==> config.mk <==
export PLATFORM = sky130hd
export DESIGN_NAME = axi_rd_arbiter_ysyx_23060136
export DESIGN_NICKNAME = d
export VERILOG_FILES = /design/src/rtl/axi_rd_arbiter_ysyx_23060136.sv
export SDC_FILE = /design/constraint.sdc
export NUM_CORES = 1
export LEC_CHECK = 0
export BUFFER_PORTS_ARGS = -buffer_cell sky130_fd_sc_hd__buf_4
export CAP_MARGIN = 20
export CORE_ASPECT_RATIO = 1.75
export CORE_MARGIN = 8
export CORE_UTILIZATION = 41
export DETAILED_ROUTE_END_ITERATION = 8
export MAX_ROUTING_LAYER = met4
export PLACE_DENSITY = 0.92
export SLEW_MARGIN = 20
export SYNTH_ARGS = -nofsm -noshare
export SYNTH_HDL_FRONTEND = slang
export SYNTH_SLANG_ARGS = --single-unit
export TNS_END_PERCENT = 30
==> constraint.sdc <==
create_clock -name clk -period 3.3 [get_ports clk]
set_input_delay 0.66 -clock clk [delete_from_list [all_inputs] [get_ports clk]]
set_output_delay 0.66 -clock clk [all_outputs]
set_load 0.02 [all_outputs]
==> src/rtl/axi_rd_arbiter_ysyx_23060136.sv <==
// Shares the single AXI4-Lite read port between the IFU and the LSU:
// one outstanding transaction, round-robin on a tie, grant held until the R beat is accepted.
module axi_rd_arbiter_ysyx_23060136 #(
  parameter int ADDR_W = 32,
  parameter int DATA_W = 32
) (
  input  logic              clk,
  input  logic              rst_n,
  // Handshakes are strict valid/ready: a beat transfers on the cycle where both
  // valid and ready are high at the rising edge, and a raised valid is never retracted.
  input  logic              ifu_arvalid,
  input  logic [ADDR_W-1:0] ifu_araddr,
  output logic              ifu_arready,
  output logic              ifu_rvalid,
  output logic [DATA_W-1:0] ifu_rdata,
  output logic [1:0]        ifu_rresp,
  input  logic              ifu_rready,
  input  logic              lsu_arvalid,
  input  logic [ADDR_W-1:0] lsu_araddr,
  output logic              lsu_arready,
  output logic              lsu_rvalid,
  output logic [DATA_W-1:0] lsu_rdata,
  output logic [1:0]        lsu_rresp,
  input  logic              lsu_rready,
  output logic              m_arvalid,
  output logic [ADDR_W-1:0] m_araddr,
  input  logic              m_arready,
  input  logic              m_rvalid,
  input  logic [DATA_W-1:0] m_rdata,
  input  logic [1:0]        m_rresp,
  output logic              m_rready,
  output logic              busy,
  output logic              grant_lsu
);

  localparam logic [1:0] IDLE = 2'd0;
  localparam logic [1:0] ADDR = 2'd1;
  localparam logic [1:0] DATA = 2'd2;

  logic [1:0]        state;
  logic              owner;
  logic              last;
  logic [ADDR_W-1:0] addr_q;

  logic st_idle, st_addr, st_data;
  logic ifu_win, lsu_win;

  assign st_idle = (state == IDLE);
  assign st_addr = (state == ADDR);
  assign st_data = (state == DATA);

  // On a tie the master that was not served last wins (last=1 means LSU was served).
  assign ifu_win = ifu_arvalid & (~lsu_arvalid | last);
  assign lsu_win = lsu_arvalid & (~ifu_arvalid | ~last);

  // rst_n gates arready so no request is acknowledged while reset is held.
  assign ifu_arready = rst_n & st_idle & ifu_win;
  assign lsu_arready = rst_n & st_idle & lsu_win;

  assign m_arvalid = st_addr;
  assign m_araddr  = addr_q;
  assign m_rready  = st_data & (owner ? lsu_rready : ifu_rready);

  assign ifu_rvalid = st_data & ~owner & m_rvalid;
  assign lsu_rvalid = st_data &  owner & m_rvalid;
  assign ifu_rdata  = m_rdata;
  assign lsu_rdata  = m_rdata;
  assign ifu_rresp  = m_rresp;
  assign lsu_rresp  = m_rresp;

  assign busy      = ~st_idle;
  assign grant_lsu = owner;

  always_ff @(posedge clk or negedge rst_n) begin
    if (!rst_n) begin
      state  <= IDLE;
      owner  <= 1'b0;
      last   <= 1'b0;
      addr_q <= '0;
    end else begin
      case (state)
        IDLE: begin
          if (ifu_win || lsu_win) begin
            addr_q <= lsu_win ? lsu_araddr : ifu_araddr;
            owner  <= lsu_win;
            last   <= lsu_win;
            state  <= ADDR;
          end
        end
        ADDR: begin
          if (m_arready) state <= DATA;
        end
        DATA: begin
          if (m_rvalid && m_rready) state <= IDLE;
        end
        default: state <= IDLE;
      endcase
    end
  end

endmodule

; Word-level counts from Yosys, hierarchy flattened
; Index checks and enable logic that the tools add are counted.
; Widths: inputs -> output; s select.
[totals]
ff_bits = 35
elab_cells = 35
[op_classes]
n_reduce_logical = 5
eq_ne = 5
bitwise_logic = 16
muxes = 6
[op_table]
columns = operator, count
row1 = $mux 32, 1
row2 = $and 1x1->1, 10
row3 = $mux 2, 3
row4 = $ne 2x1->1 const B, 3
row5 = $pmux 2 s3, 1
row6 = $not 1->1, 4
row7 = $reduce_and 3->1, 1
row8 = $eq 2x1->1 const B, 1
row9 = $eq 2x2->1 const B, 1
row10 = $logic_not 2->1, 1
row11 = $or 1x1->1, 2
row12 = $reduce_and 2->1, 1
row13 = $logic_and 1x1->1, 1
row14 = $logic_or 1x1->1, 1
row15 = $mux 1, 1

; Depth between registers and ports, before layout
; Gate-level depths: netlist (run 1).
[depth]
ltp_word = 6
mapped_depth = 5
depth_no_buf = 4

; Worst setup path after synthesis (run 1)
; Ideal clock, no wire load.
[synth_timing]
path_type = input port to output port
startpoint = input lsu_arvalid
endpoint = output lsu_arready
setup_slack_ns = 1.233
path_buffers = 2
stages = 4
t_arrival_ns = 1.407
t_required_ns = 2.640
path_cell_list = a21bo_1 -> buf_6 -> buf_6 -> nor2_1
[synth_via]
elab_chain_cells = 2
[synth_rtl]
columns = element, line_no
row1 = from (decl), 18  ; input logic lsu_arvalid,
row2 = $and 1x1->1, 54  ; assign lsu_win = lsu_arvalid & (~ifu_arvalid | ~last);
row3 = $and 1x1->1, 58  ; assign lsu_arready = rst_n & st_idle & lsu_win;
row4 = to (decl), 20  ; output logic lsu_arready,
; Every way passes these cells.

; Worst setup path in the final report (run 1)
; Ends and elaborated chain as after synthesis.

==> results of run 1 <==
through the flow:
stage          worst slack [ns]  hold slack (ns)  power, mW
5_1_grt                   0.828            0.365       2.60
2_1_floorplan              1.23            0.364       1.71
6_report                  0.961            0.334       2.44
3_5_place_dp              0.876            0.493       2.17
3_3_place_gp              0.918            0.489       2.12
4_1_cts                   0.934            0.343       2.49
report_power, final:
| part | leakage [nW] | switching [mW] | internal, mW |
|---|---|---|---|
| logic | 1.02 | 0.663 | 0.701 |
| clock network | 0.0470 | 0.143 | 0.164 |
| registers | 0.410 | 0.121 | 0.652 |
| total | 1.47 | 0.927 | 1.52 |
layout by cell type (no fill, tap or decap):
cell type and instances:
sky130_fd_sc_hd__inv_1 4, sky130_fd_sc_hd__mux2_4 29, sky130_fd_sc_hd__mux2_2 32, sky130_fd_sc_hd__mux2_1 3, sky130_fd_sc_hd__clkbuf_8 6, sky130_fd_sc_hd__clkinv_2 1
sky130_fd_sc_hd__nand2_1 4, sky130_fd_sc_hd__buf_12 1, sky130_fd_sc_hd__a31oi_1 1, sky130_fd_sc_hd__mux2i_1 1, sky130_fd_sc_hd__o21ai_4 1, sky130_fd_sc_hd__and3_1 1
sky130_fd_sc_hd__o21ai_0 3, sky130_fd_sc_hd__nor2_1 4, sky130_fd_sc_hd__nand2b_1 1, sky130_fd_sc_hd__dfrtp_1 35, sky130_fd_sc_hd__buf_4 112, sky130_fd_sc_hd__nor2b_1 2
sky130_fd_sc_hd__a21oi_1 1, sky130_fd_sc_hd__a21bo_2 1
state kept, by name, indices dropped and copies added (netlist names):
name and count:
last 1, state 2, m_araddr 32
cell families after synthesis:
logic type	count (synthesis)
buffers and inverters	79
AOI/OAI and AO/OA	7
and+or+nand+nor	12
DFF	35
muxes	65
routing by layer:
layer,wire length (um),global-route usage (%),vias up
met4,263,8.99,0
met5,0,-,-
met2,3790,28.9,104
met3,990,9.56,36
met1,1730,10.8,716
li1,-,-,677
path summary, 6_finish.rpt:
kind                              from           end  slack, ns  depth (start not counted)
setup / recovery           lsu_arvalid   lsu_arready       0.96                          4
setup reg to reg                  last   m_araddr[4]       1.23                          4
hold / removal                   rst_n  m_araddr[23]       0.33                          1
hold reg to reg            m_araddr[4]   m_araddr[4]       0.51                          1
max in group asynchronous        rst_n   m_araddr[1]       2.64                          1
min in group clk           m_araddr[4]   m_araddr[4]       0.51                          1
layout make-up:
class                   count  area [sq um]  area share (%)
flip-flops and latches     35           876            30.4
multi-input cells          84           947            32.8
repair buffers            113           861            29.8
inverters                   4          15.0           0.521
clock buffers               6          82.6            2.86
clock inverters             1          5.00           0.174
well taps                  78          97.6            3.38
worst max-delay path: cells and delay by family:
family | cells | cell delay (ns)
AO/OA/AOI/OAI | 1 | 0.62
buffers and inverters | 2 | 0.31
AND/OR/NAND/NOR | 1 | 0.08
==> results.md, run 1 <==
Place:
- The placer's final routability congestion estimate is 0.747.
- The detailed placement HPWL is 5580 um.
- The placed instances occupy a cell area of 2800 sq um.
- The count of buffers from port buffering is 111.
- Once placement completed, the tool counted placed cells totaling 314.

Worst setup path:
- In this run the worst path has a maximum fanout of 18.
- By instance count, the cell type seen most on the critical path is sky130_fd_sc_hd__buf_4.
- The signal arrival time at the worst endpoint is 1.68 ns.
- The delay contributed by the slowest stage of the critical path is 0.62 ns.
- The critical path required time is 2.64 ns.
- The worst setup path is launched from a primary input.
- The signal on the critical path passes through buf_4 > a21bo_2 > nor2_1 > buf_4.
- STA classifies the critical path endpoint as an output pin.
- The worst setup path is of the in2out kind.
- The slowest stage of the critical path is the sky130_fd_sc_hd__a21bo_2 cell.

Drt:
- The final antenna-violating net count is 0.
- Dividing the detail-routed via count by the number of cells gives 4.78.
- Before antenna repair, the detailed router went through 2 iterations.
- After detailed routing, the number of remaining DRC violations is 0.
- In the final routed layout, each cell accounts on average for 21.1 um.
- Detailed routing inserted a total of 1533 vias.
- The initial detailed-routing violation count is 51.
- The total routed wirelength is 6770 um.

Run:
- The max-cap check violation count is 0.

Synth:
- The most frequently used cell type in the post-synthesis netlist is sky130_fd_sc_hd__buf_4.
- The synthesized design contains 35 register bits.
- After synthesis, the largest family of logic cells by area is multiplexers.
- The synthesized net count is 304.
- The portion of synthesized area spent on multiplexers is 35.0%.
- By count the netlist is led by 68 x sky130_fd_sc_hd__buf_4, 35 x sky130_fd_sc_hd__dfrtp_1, 32 x sky130_fd_sc_hd__mux2_2, 29 x sky130_fd_sc_hd__mux2_4.
- The number of distinct library cells after synthesis is 19.
- The mean instance size in the synthesized netlist is 12.1 sq um.
- The cell area after technology mapping is 2400 sq um.
- The area share of fa/ha/maj cells after synthesis is 0%.
- The fraction of the mapped netlist area in simple logic gates is 2.30%.
- The complex-gate fraction of the synthesized area is 1.72%.
- In the synthesized netlist the dominant register cell turns out to be sky130_fd_sc_hd__dfrtp_1.
- Summing the sequential cell areas from Yosys gives 36.5% of the chip area.
- The proportion of netlist area held by the largest area contributor is 36.5%.
- In the post-synthesis netlist, the biggest area contributors are sky130_fd_sc_hd__dfrtp_1 37%, sky130_fd_sc_hd__buf_4 21%, sky130_fd_sc_hd__mux2_4 18%.
- The cell type with the largest total area after synthesis is sky130_fd_sc_hd__dfrtp_1.
- The number of enable flip-flop cells after synthesis is 0.
- Yosys printed 0 warnings.
- Summing the areas of all xor and xnor instances in the mapped netlist gives 0% of the synthesized area.
- Counting every instance in the synthesized netlist gives 198.
- Counting flops with an async set or reset pin after synthesis yields a share of 100%.

Clock network:
- The clock tree from TritonCTS is yes.
- The H-tree generated during clock tree synthesis spans 2 levels.
- Counting along the longest clock path gives a buffer depth of 2.
- The clock slew seen by the registers of the worst setup and hold paths is 0.06 ns.
- The clock buffer count from CTS is 5.
- In this run, post-CTS hold repair placed 0 buffers.
- The cell at the root of the clock tree is sky130_fd_sc_hd__clkbuf_8.
- The count of instances resized after the clock tree is built is 0.
- For this design, the sink count on the clock tree is 35.
- The post-CTS setup repair buffer count is 0.
- Clock latency on the worst-skew pair, taken at its later pin, is 0.28 ns.

Floorplanning:
- The die extent in y is 117 um.
- The area enclosed by the die boundary is 8650 sq um.
- The floorplan has 37 rows.
- The initial utilization of the core area, before any placement, comes to 41.4%.
- From left edge to right edge, the die measures 73.8 um.
- During I/O placement, the number of pins put on the boundary was 214.
- The core region is 5790 sq um.

STA:
- The clock period minus final worst setup slack is 2.34 ns.
- Timing would allow up to 428 MHz.
- The clock skew is 0.00171 ns.
- The final-report hold violation count came to 0.
- Headroom to the max-slew limit came out at 56.6%.
- The number of max-slew violations in the final report is 0.
- The period utilization is 70.9%.
- Setup violations remaining at the end of the flow were counted as 0.
- The sum of negative setup slack is 0 ns.
- At the pin with the least slew margin, the transition time is 0.651 ns.
- Setup repair after global routing left no endpoint under its margin.

Status:
- The run finished with clean final reports.

Layout:
- The count of filler cells inserted in the layout is 520.
- The antenna diode count is 0.
- Cells with a size suffix above 1 make up 75.3% of the layout.
- The final core utilization is 49.8%.
- The post-synthesis to final-layout area growth is 20.3%.
- Leaving out filler cells and counting taps, the final layout contains 321.
- After routing the design area is 2880 sq um.
- The net count of the finished layout is 349.

Global routing:
- The via count of the first global-routing pass is 1808.
- Entering global routing, the biggest net connects 37 pins.
- The overall global routing resource usage is 15.8%.
- The initial antenna violation count is 0.
- The wire length of the first global-routing pass is 9640 um.
- Summed over all layers, the global routing overflow is 0.

Pwr:
- The leakage component of the power is 1.47 nW.
- The areal power density over the cells is 847 nW/um^2.
- Across the VDD grid, the largest voltage drop is 339 uV.

Hold path:
- In this run the worst hold path is classified as in2async.
Note: power is estimated with default switching activity, not from simulation.
==> run 2: changes to the inputs <==
Settings changed: ABC_AREA set to 1, CORE_UTILIZATION 41 to 38, PLACE_DENSITY 0.92 to 0.86.
Clock period 3.3 ns to 2.25 ns, I/O delays scaled along.
==> run 2 against run 1 <==
Net effect: combinational power up 39%; cell area down 1.3%; die area up 7.3%; critical path type is now reg2out; sequential share of layout area up 0.41 points; final cell count up 44%; power up 40%; routed wire length up 11%; sequential power up 42%; clock-buffer cell count up 1; synthesized cell count up 72%.
==> results.md, run 2 <==
Status:
- The flow ran to the end, and the final reports show no timing, DRC or antenna violations.

Global routing:
- The via count of the first global-routing pass is 2269 (+25%).
- The initial antenna violation count is 0 (unchanged).
- The pin count of the biggest net entering global routing is 36 (-2.7%).
- The remaining global-route overflow was 0 (unchanged).
- The wire length of the first global-routing pass was 11500 um (+19%).
- The overall global routing resource usage is 16.2% (+0.38 points).

Floorplanning:
- The initial standard-cell utilization of the core is 39.1% (-2.3 points).
- The area enclosed by the die boundary came to 9280 sq um (+7.3%).
- The count of standard-cell rows came to 38 (+2.7%).
- The core area is 6180 sq um (+6.8%).
- The count of pins on the block boundary is 214 (unchanged).
- The die extent in y is 122 um (+3.8%).
- The overall die width is 76.3 um (+3.4%).

Layout:
- The proportion of layout cells with a drive suffix above 1 is 33.5% (-42 points).
- Leaving out fill and tap cells, the most frequent cells in the layout are 171 x sky130_fd_sc_hd__nand2_1, 117 x sky130_fd_sc_hd__buf_4, 35 x sky130_fd_sc_hd__dfrtp_1.
- The footprint of the multi-input gates is 883 sq um (-6.7%).
- The final-stage net count is 487 (+40%).
- The flip-flop count of the largest register, all copies and words added was 32 (unchanged).
- The commonest non-fill, non-tap cell in the layout is sky130_fd_sc_hd__nand2_1.
- The post-route non-filler standard cell count is 462 (+44%).
- The sequential standard cell area is 876 sq um (unchanged).
- The final core utilization is 46.0% (-3.8 points).
- The count of filler cells inserted in the layout is 652 (+25%).
- The antenna diode count was 0 (unchanged).
- The post-route standard cell area excluding fillers is 2850 sq um (-1.3%).
- The post-synthesis to final-layout area growth is 17.6%.

STA:
- The number of max-slew violations in the final report came to 0 (unchanged).
- The final setup slack of the worst path is 0.469 ns (-0.492 ns).
- The clock period minus final worst setup slack is 1.78 ns.
- The final-report hold violation count is 0 (unchanged).
- The smallest hold slack is 0.208 ns (-0.127 ns).
- Setup repair after global routing left no endpoint under its margin.
- Of the available clock period, the critical path in the final layout requires 79.1%.
- The timing-limited maximum frequency is 562 MHz.
- The sum of negative setup slack is 0 ns (unchanged).
- The remaining max-slew budget at the tightest pin was 63.1% (+6.5 points).
- The transition time at the pin with the least slew margin came to 0.553 ns (-0.0983 ns).
- The clock skew was 0.00589 ns (+0.00418 ns).
- The final count of negative-setup-slack endpoints is 0 (unchanged).

Pwr:
- The leakage component of the power is 1.69 nW (+15%).
- The areal power density over the cells came to 1210 nW/um^2 (+42%).
- The total power of the final layout came to 3.43 mW (+40%).
- The worst-case vdd ir drop was 642 uV (+90%).

Worst setup path:
- The worst setup path startpoint is state[1].
- The capture point of the critical path is lsu_arready.
- The worst setup path is captured at an output pin.
- The signal arrival time at the worst endpoint is 1.33 ns (-0.35 ns).
- The highest net fanout along the worst path came to 4 (-14).
- The count of cells along the worst register-to-register path is 5 (+1).
- The critical path required time is 1.80 ns (-0.84 ns).
- The reg-to-reg startpoint is state[1].
- The terminus of the critical flop-to-flop path is m_araddr[30].
- The register-to-register path setup slack is 0.87 ns (-0.36 ns).
- STA classifies the critical path startpoint as a flip-flop.
- The worst setup path is of the reg2out kind.

Drt:
- The vias per cell is 4.78 (about the same).
- The final antenna-violating net count is 0 (unchanged).
- The number of detailed-routing iterations run before antenna repair is 4 (+2).
- The vias after detailed routing is 2207 (+44%).
- The number of DRC violations after detailed routing is 0 (unchanged).
- The total routed wirelength is 7530 um (+11%).
- The initial detailed-routing violation count is 84 (+65%).
- The routed length per instance is 16.3 um (-23%).

Synth:
- The fraction of the mapped netlist area in simple logic gates came to 35.1% (+33 points).
- The flip-flop and latch count after synthesis came to 35 (unchanged).
- The cell area after technology mapping is 2420 sq um (+0.94%).
- The count of synthesis-stage warnings from yosys is 0 (unchanged).
- The commonest cells after synthesis are 171 x sky130_fd_sc_hd__nand2_1, 68 x sky130_fd_sc_hd__buf_4, 35 x sky130_fd_sc_hd__dfrtp_1, 32 x sky130_fd_sc_hd__nand3_1, 9 x sky130_fd_sc_hd__buf_2.
- sky130_fd_sc_hd__nand2_1 is the most common cell in the netlist.
- The proportion of netlist area held by the largest area contributor is 36.2% (-0.34 points).
- The cell type with the largest total area after synthesis is sky130_fd_sc_hd__dfrtp_1.
- The share of cell area taken by muxes after synthesis was 0% (-35 points).
- The most frequently used flop master after synthesis is sky130_fd_sc_hd__dfrtp_1.
- The share of the synthesized netlist area taken by xor and xnor gates is 0% (unchanged).
- The synthesized net count is 447 (+47%).
- The gate count after technology mapping is 341 (+72%).
- The complex-gate fraction of the synthesized area was 1.40% (-0.33 points).
- The share of the yosys chip area belonging to registers is 36.2% (-0.34 points).
- The area share of fa/ha/maj cells after synthesis is 0% (unchanged).
- The number of distinct library cells after synthesis is 17 (-2).
- The dominant combinational cell family by area after synthesis is simple AND/OR/NAND/NOR gates.
- In the post-synthesis netlist, the biggest area contributors are sky130_fd_sc_hd__dfrtp_1 36%, sky130_fd_sc_hd__nand2_1 27%, sky130_fd_sc_hd__buf_4 21%.
- The number of enable flip-flop cells after synthesis came to 0 (unchanged).
- The mean instance size in the synthesized netlist is 7.10 sq um (-41%).
- The fraction of registers with async set or reset after synthesis is 100% (unchanged).

Place:
- The placer's final routability congestion estimate is 0.863 (+16%).
- The placement-stage worst setup slack is 0.751 ns (-0.125 ns).
- The count of buffers from port buffering is 111 (unchanged).
- The number of cells in the design after placement is 454 (+45%).
- The total placed instance area is 2760 sq um (-1.2%).
- The detailed placement HPWL was 5740 um (+2.7%).

Clock network:
- The number of clock sinks is 35 (unchanged).
- The count of instances resized after the clock tree is built is 0 (unchanged).
- The post-CTS setup repair buffer count is 0 (unchanged).
- The maximum buffer depth of the clock tree is 2 (unchanged).
- The H-tree depth is 2 (unchanged).
- The clock buffer count from CTS is 5 (unchanged).
- The clock slew seen by the registers of the worst setup and hold paths was 0.07 ns (about the same).
- The cts-stage hold buffer count is 0 (unchanged).
- The worst-skew pair later-pin latency is 0.29 ns (about the same).
- TritonCTS built the clock tree.
- The root buffer cell chosen for the clock tree is sky130_fd_sc_hd__clkbuf_8.

Hold path:
- The class of the tightest hold or removal check is in2async.

Run:
- The max-cap check violation count is 0 (unchanged).
run 2: cell types whose count changed in the layout (fill, tap and decap cells not counted), sizes merged, moves of 2 or more:
cell	change
mux2	-64
nor2	-2
o21ai	-2
nand2	+169
inv	+3
nor2b	-2
nor3	+4
buf	+4
nand3	+32
run 2: where the power goes:
part	switching (mW)	internal [mW]
sequential	0.176	0.927
clock	0.222	0.217
combinational	1.16	0.730
run 2: layer usage:
layer	vias to the layer above	wire [um]	global-route usage [%]	part of all wire [%]
met5	-	0	-	0
met4	0	694	17.3	9.2
met3	76	531	3.47	7.1
met2	79	4030	29.0	54
met1	995	2270	12.8	30
li1	1057	-	-	-
run 2: layout make-up:
type / instances / area share, %
clock buffer: 7 / 2.68
inverter: 7 / 0.923
tap: 80 / 3.52
sequential: 35 / 30.8
clock inverter: 1 / 0.176
timing repair buffer: 117 / 30.9
multi-input combinational: 215 / 31.0
run 2: cell families (layout without fill, tap and decap cells):
logic type,Yosys count,in the layout
compound gates,4,4
simple gates,211,211
buf+inv,91,132
flops,35,35
run 2: worst min path at each step:
stage | from | end | depth (start not counted)
2_1_floorplan | rst_n | last | 0
3_3_place_gp | m_araddr[17] | m_araddr[17] | 2
3_5_place_dp | m_araddr[31] | m_araddr[31] | 2
4_1_cts | rst_n | m_araddr[22] | 2
5_1_grt | rst_n | m_araddr[22] | 2
6_report | rst_n | m_araddr[1] | 2
run 2: critical path, stage by stage, from the launching register on:
cell and delay, ns:
sky130_fd_sc_hd__dfrtp_1 0.41, sky130_fd_sc_hd__nor2_2 0.19, sky130_fd_sc_hd__inv_1 0.10, sky130_fd_sc_hd__nor3_1 0.18, sky130_fd_sc_hd__buf_4 0.17
==> run 3: changes to the inputs <==
Clock period 2.25 ns to 1.7 ns, I/O delays scaled along.
==> run 3 against run 2 <==
Net effect: critical path depth is 1 higher; routed wire length is 0.48% higher; sequential cell count stayed put.
==> results.md, run 3 (same netlist as run 2, synthesis figures left out) <==
Status:
- The run finished with clean final reports.

Global routing:
- The overall global routing resource usage was 16.2% (+0.037 points).
- The via count of the first global-routing pass is 2265 (-0.18%).
- The initial antenna violation count is 0 (unchanged).
- The pin count of the biggest net entering global routing came to 36 (unchanged).
- The remaining global-route overflow came to 0 (unchanged).
- The wire length of the first global-routing pass is 11400 um (-0.78%).

Floorplanning:
- The die extent in y is 122 um (unchanged).
- The count of pins on the block boundary is 214 (unchanged).
- The area enclosed by the die boundary is 9280 sq um (unchanged).
- The core area is 6180 sq um (unchanged).
- The count of standard-cell rows is 38 (unchanged).
- The overall die width was 76.3 um (unchanged).
- The initial standard-cell utilization of the core is 39.1% (unchanged).

Pwr:
- The internal portion of total power is 2.57 mW (+37%).
- The combinational power share came to 54.2% (-0.8 points).
- The proportion of total power due to net switching is 44.5% (-0.87 points).
- The leakage component of the power came to 1.70 nW (+0.68%).
- The share of total power in sequential cells was 31.6% (-0.6 points).
- The net switching power figure is 2.06 mW (+33%).
- The worst-case vdd ir drop is 908 uV (+41%).
- The areal power density over the cells is 1610 nW/um^2 (+33%).
- The total power of the final layout came to 4.64 mW (+35%).
- The clock network power share is 14.2% (+1.4 points).

STA:
- The sum of negative setup slack is 0 ns (unchanged).
- Setup repair after global routing could not meet its margin everywhere.
- The final-report hold violation count is 0 (unchanged).
- The clock skew was 0.00537 ns (-0.000520 ns).
- The number of max-slew violations in the final report is 0 (unchanged).
- Of the available clock period, the critical path in the final layout requires 97.1%.
- The timing-limited maximum frequency is 606 MHz.
- The smallest hold slack is 0.0982 ns (-0.109 ns).
- The transition time at the pin with the least slew margin is 0.535 ns (-0.0183 ns).
- The clock period minus final worst setup slack is 1.65 ns.
- The final setup slack of the worst path is 0.0496 ns (-0.420 ns).
- The final count of negative-setup-slack endpoints is 0 (unchanged).
- The remaining max-slew budget at the tightest pin is 64.3% (+1.2 points).

Drt:
- The initial detailed-routing violation count is 82 (-2.4%).
- The number of DRC violations after detailed routing is 0 (unchanged).
- The vias after detailed routing is 2222 (+0.68%).
- The routed length per instance came to 16.4 um (+0.48%).
- The final antenna-violating net count is 0 (unchanged).
- The total routed wirelength is 7560 um (+0.48%).
- The number of detailed-routing iterations run before antenna repair is 4 (unchanged).
- The vias per cell was 4.81 (+0.68%).

Place:
- The placement-stage worst setup slack was 0.256 ns (-0.494 ns).
- The count of buffers from port buffering was 111 (unchanged).
- The placer's final routability congestion estimate is 0.893 (+3.5%).
- The detailed placement HPWL was 5780 um (+0.80%).

Worst setup path:
- The slowest cell on the critical path is sky130_fd_sc_hd__dfrtp_2.
- The worst setup path is launched from a flip-flop.
- Walking the worst path, the cells encountered are inv_1 > nand2_1 > nand2_1 > nor3_2 > buf_4.
- The highest net fanout along the worst path is 6 (+2).
- Counting stages on the worst path, the most repeated cell is sky130_fd_sc_hd__nand2_1.
- The signal arrival time at the worst endpoint came to 1.31 ns (-0.02 ns).
- The delay contributed by the slowest stage of the critical path came to 0.41 ns (about the same).
- The cell family contributing the most delay on the critical path is flip-flops.
- The critical path required time is 1.36 ns (-0.44 ns).
- STA classifies the critical path endpoint as an output pin.
- The critical path in this run is classified as reg2out.
- The buffer and inverter count on the worst path was 2 (unchanged).

Clock network:
- TritonCTS built the clock tree.
- The clock slew seen by the registers of the worst setup and hold paths is 0.07 ns (about the same).
- The maximum buffer depth of the clock tree is 2 (unchanged).
- The cell at the root of the clock tree is sky130_fd_sc_hd__clkbuf_8.
- The number of clock sinks is 35 (unchanged).
- The H-tree depth is 2 (unchanged).
- The clock buffer count from CTS is 5 (unchanged).
- The worst-skew pair later-pin latency was 0.28 ns (about the same).

Run:
- The max-cap check violation count was 0 (unchanged).

Layout:
- The count of filler cells inserted in the layout came to 613 (-6.0%).
- The final-stage net count is 487 (unchanged).
- The flip-flop count of the largest register, all copies and words added is 32 (unchanged).
- The library cell used most frequently in the layout, excluding fill and tap cells, is sky130_fd_sc_hd__nand2_1.
- In the layout the commonest cells are 171 x sky130_fd_sc_hd__nand2_1, 117 x sky130_fd_sc_hd__buf_4, 34 x sky130_fd_sc_hd__dfrtp_1.
- The antenna diode count is 0 (unchanged).
- From synthesis to final layout, the design area changed by 19.2%.
- The proportion of layout cells with a drive suffix above 1 is 34.8% (+1.3 points).

Hold path:
- The path class of the tightest hold or removal check is in2async.
## run 3: cell count changes in the layout (fill, tap and decap cells not counted)
cell and change:
sky130_fd_sc_hd__clkbuf_8 +2, sky130_fd_sc_hd__nor3_1 -3, sky130_fd_sc_hd__nor3_2 +3, sky130_fd_sc_hd__nor2_2 -1, sky130_fd_sc_hd__dfrtp_1 -1, sky130_fd_sc_hd__nor2_4 +1, sky130_fd_sc_hd__clkbuf_1 -1, sky130_fd_sc_hd__clkinv_2 -1
sky130_fd_sc_hd__dfrtp_2 +1
## run 3: area by class of cell
cell class / count / area [sq um] / area share, %
Clock buffer: 8 / 100 / 3.47
Inverter: 7 / 26.3 / 0.911
Multi-Input combinational cell: 215 / 903 / 31.3
Sequential cell: 35 / 877 / 30.4
Tap cell: 80 / 100 / 3.47
Timing Repair Buffer: 117 / 878 / 30.4
## run 3: worst register-to-register path, delay by kind of cell (launching register included)
kind	cells	cell delay, ns
compound gates	1	0.08
buf+inv	1	0.40
simple gates	3	0.36
flops	1	0.43
## run 3: path summary, 6_finish.rpt
kind                              start      endpoint  slack (ns)  cells past startpoint
setup / recovery                   last   ifu_arready        0.05                      5
hold / removal                    rst_n  m_araddr[26]         0.1                      2
setup reg to reg               state[1]   m_araddr[7]        0.38                      5
hold reg to reg            m_araddr[18]  m_araddr[18]        0.48                      2
max in group asynchronous         rst_n          last        1.24                      2
min in group clk              m_arready      state[0]        0.25                      2
## run 3: per-layer routing
metal	track usage [%]	vias up	wire, um	part of all wire (%)
met5	-	-	0	0
met4	18.5	0	781	10
met3	3.69	85	547	7.2
met2	28.4	91	3960	52
met1	12.9	988	2280	30
li1	-	1058	-	-
## run 3: metrics by stage
stage / area (sq um) / utilization (%) / std cells
finish: 2890 / 46.7 / 462
global route: 2890 / 46.7 / 462
CTS: 2870 / 46.5 / 462
detailed placement: 2760 / 44.7 / 454
global placement: 2760 / 44.7 / 454
floorplan: 2420 / - / 341
## run 3: power groups by stage
stage          combinational, mW  clock (mW)  sequential (mW)
2_1_floorplan               1.29           0             1.90
3_3_place_gp                2.47           0             1.45
3_5_place_dp                2.53           0             1.46
4_1_cts                     2.54       0.687             1.46
5_1_grt                     2.75       0.720             1.52
6_report                    2.51       0.658             1.47
## run 3: repair_timing
item,in CTS,in global routing
resized for setup,2,3
pin swaps,0,2
setup buffers,0,0
hold buffers,0,0
endpoints found under the setup margin,2,3
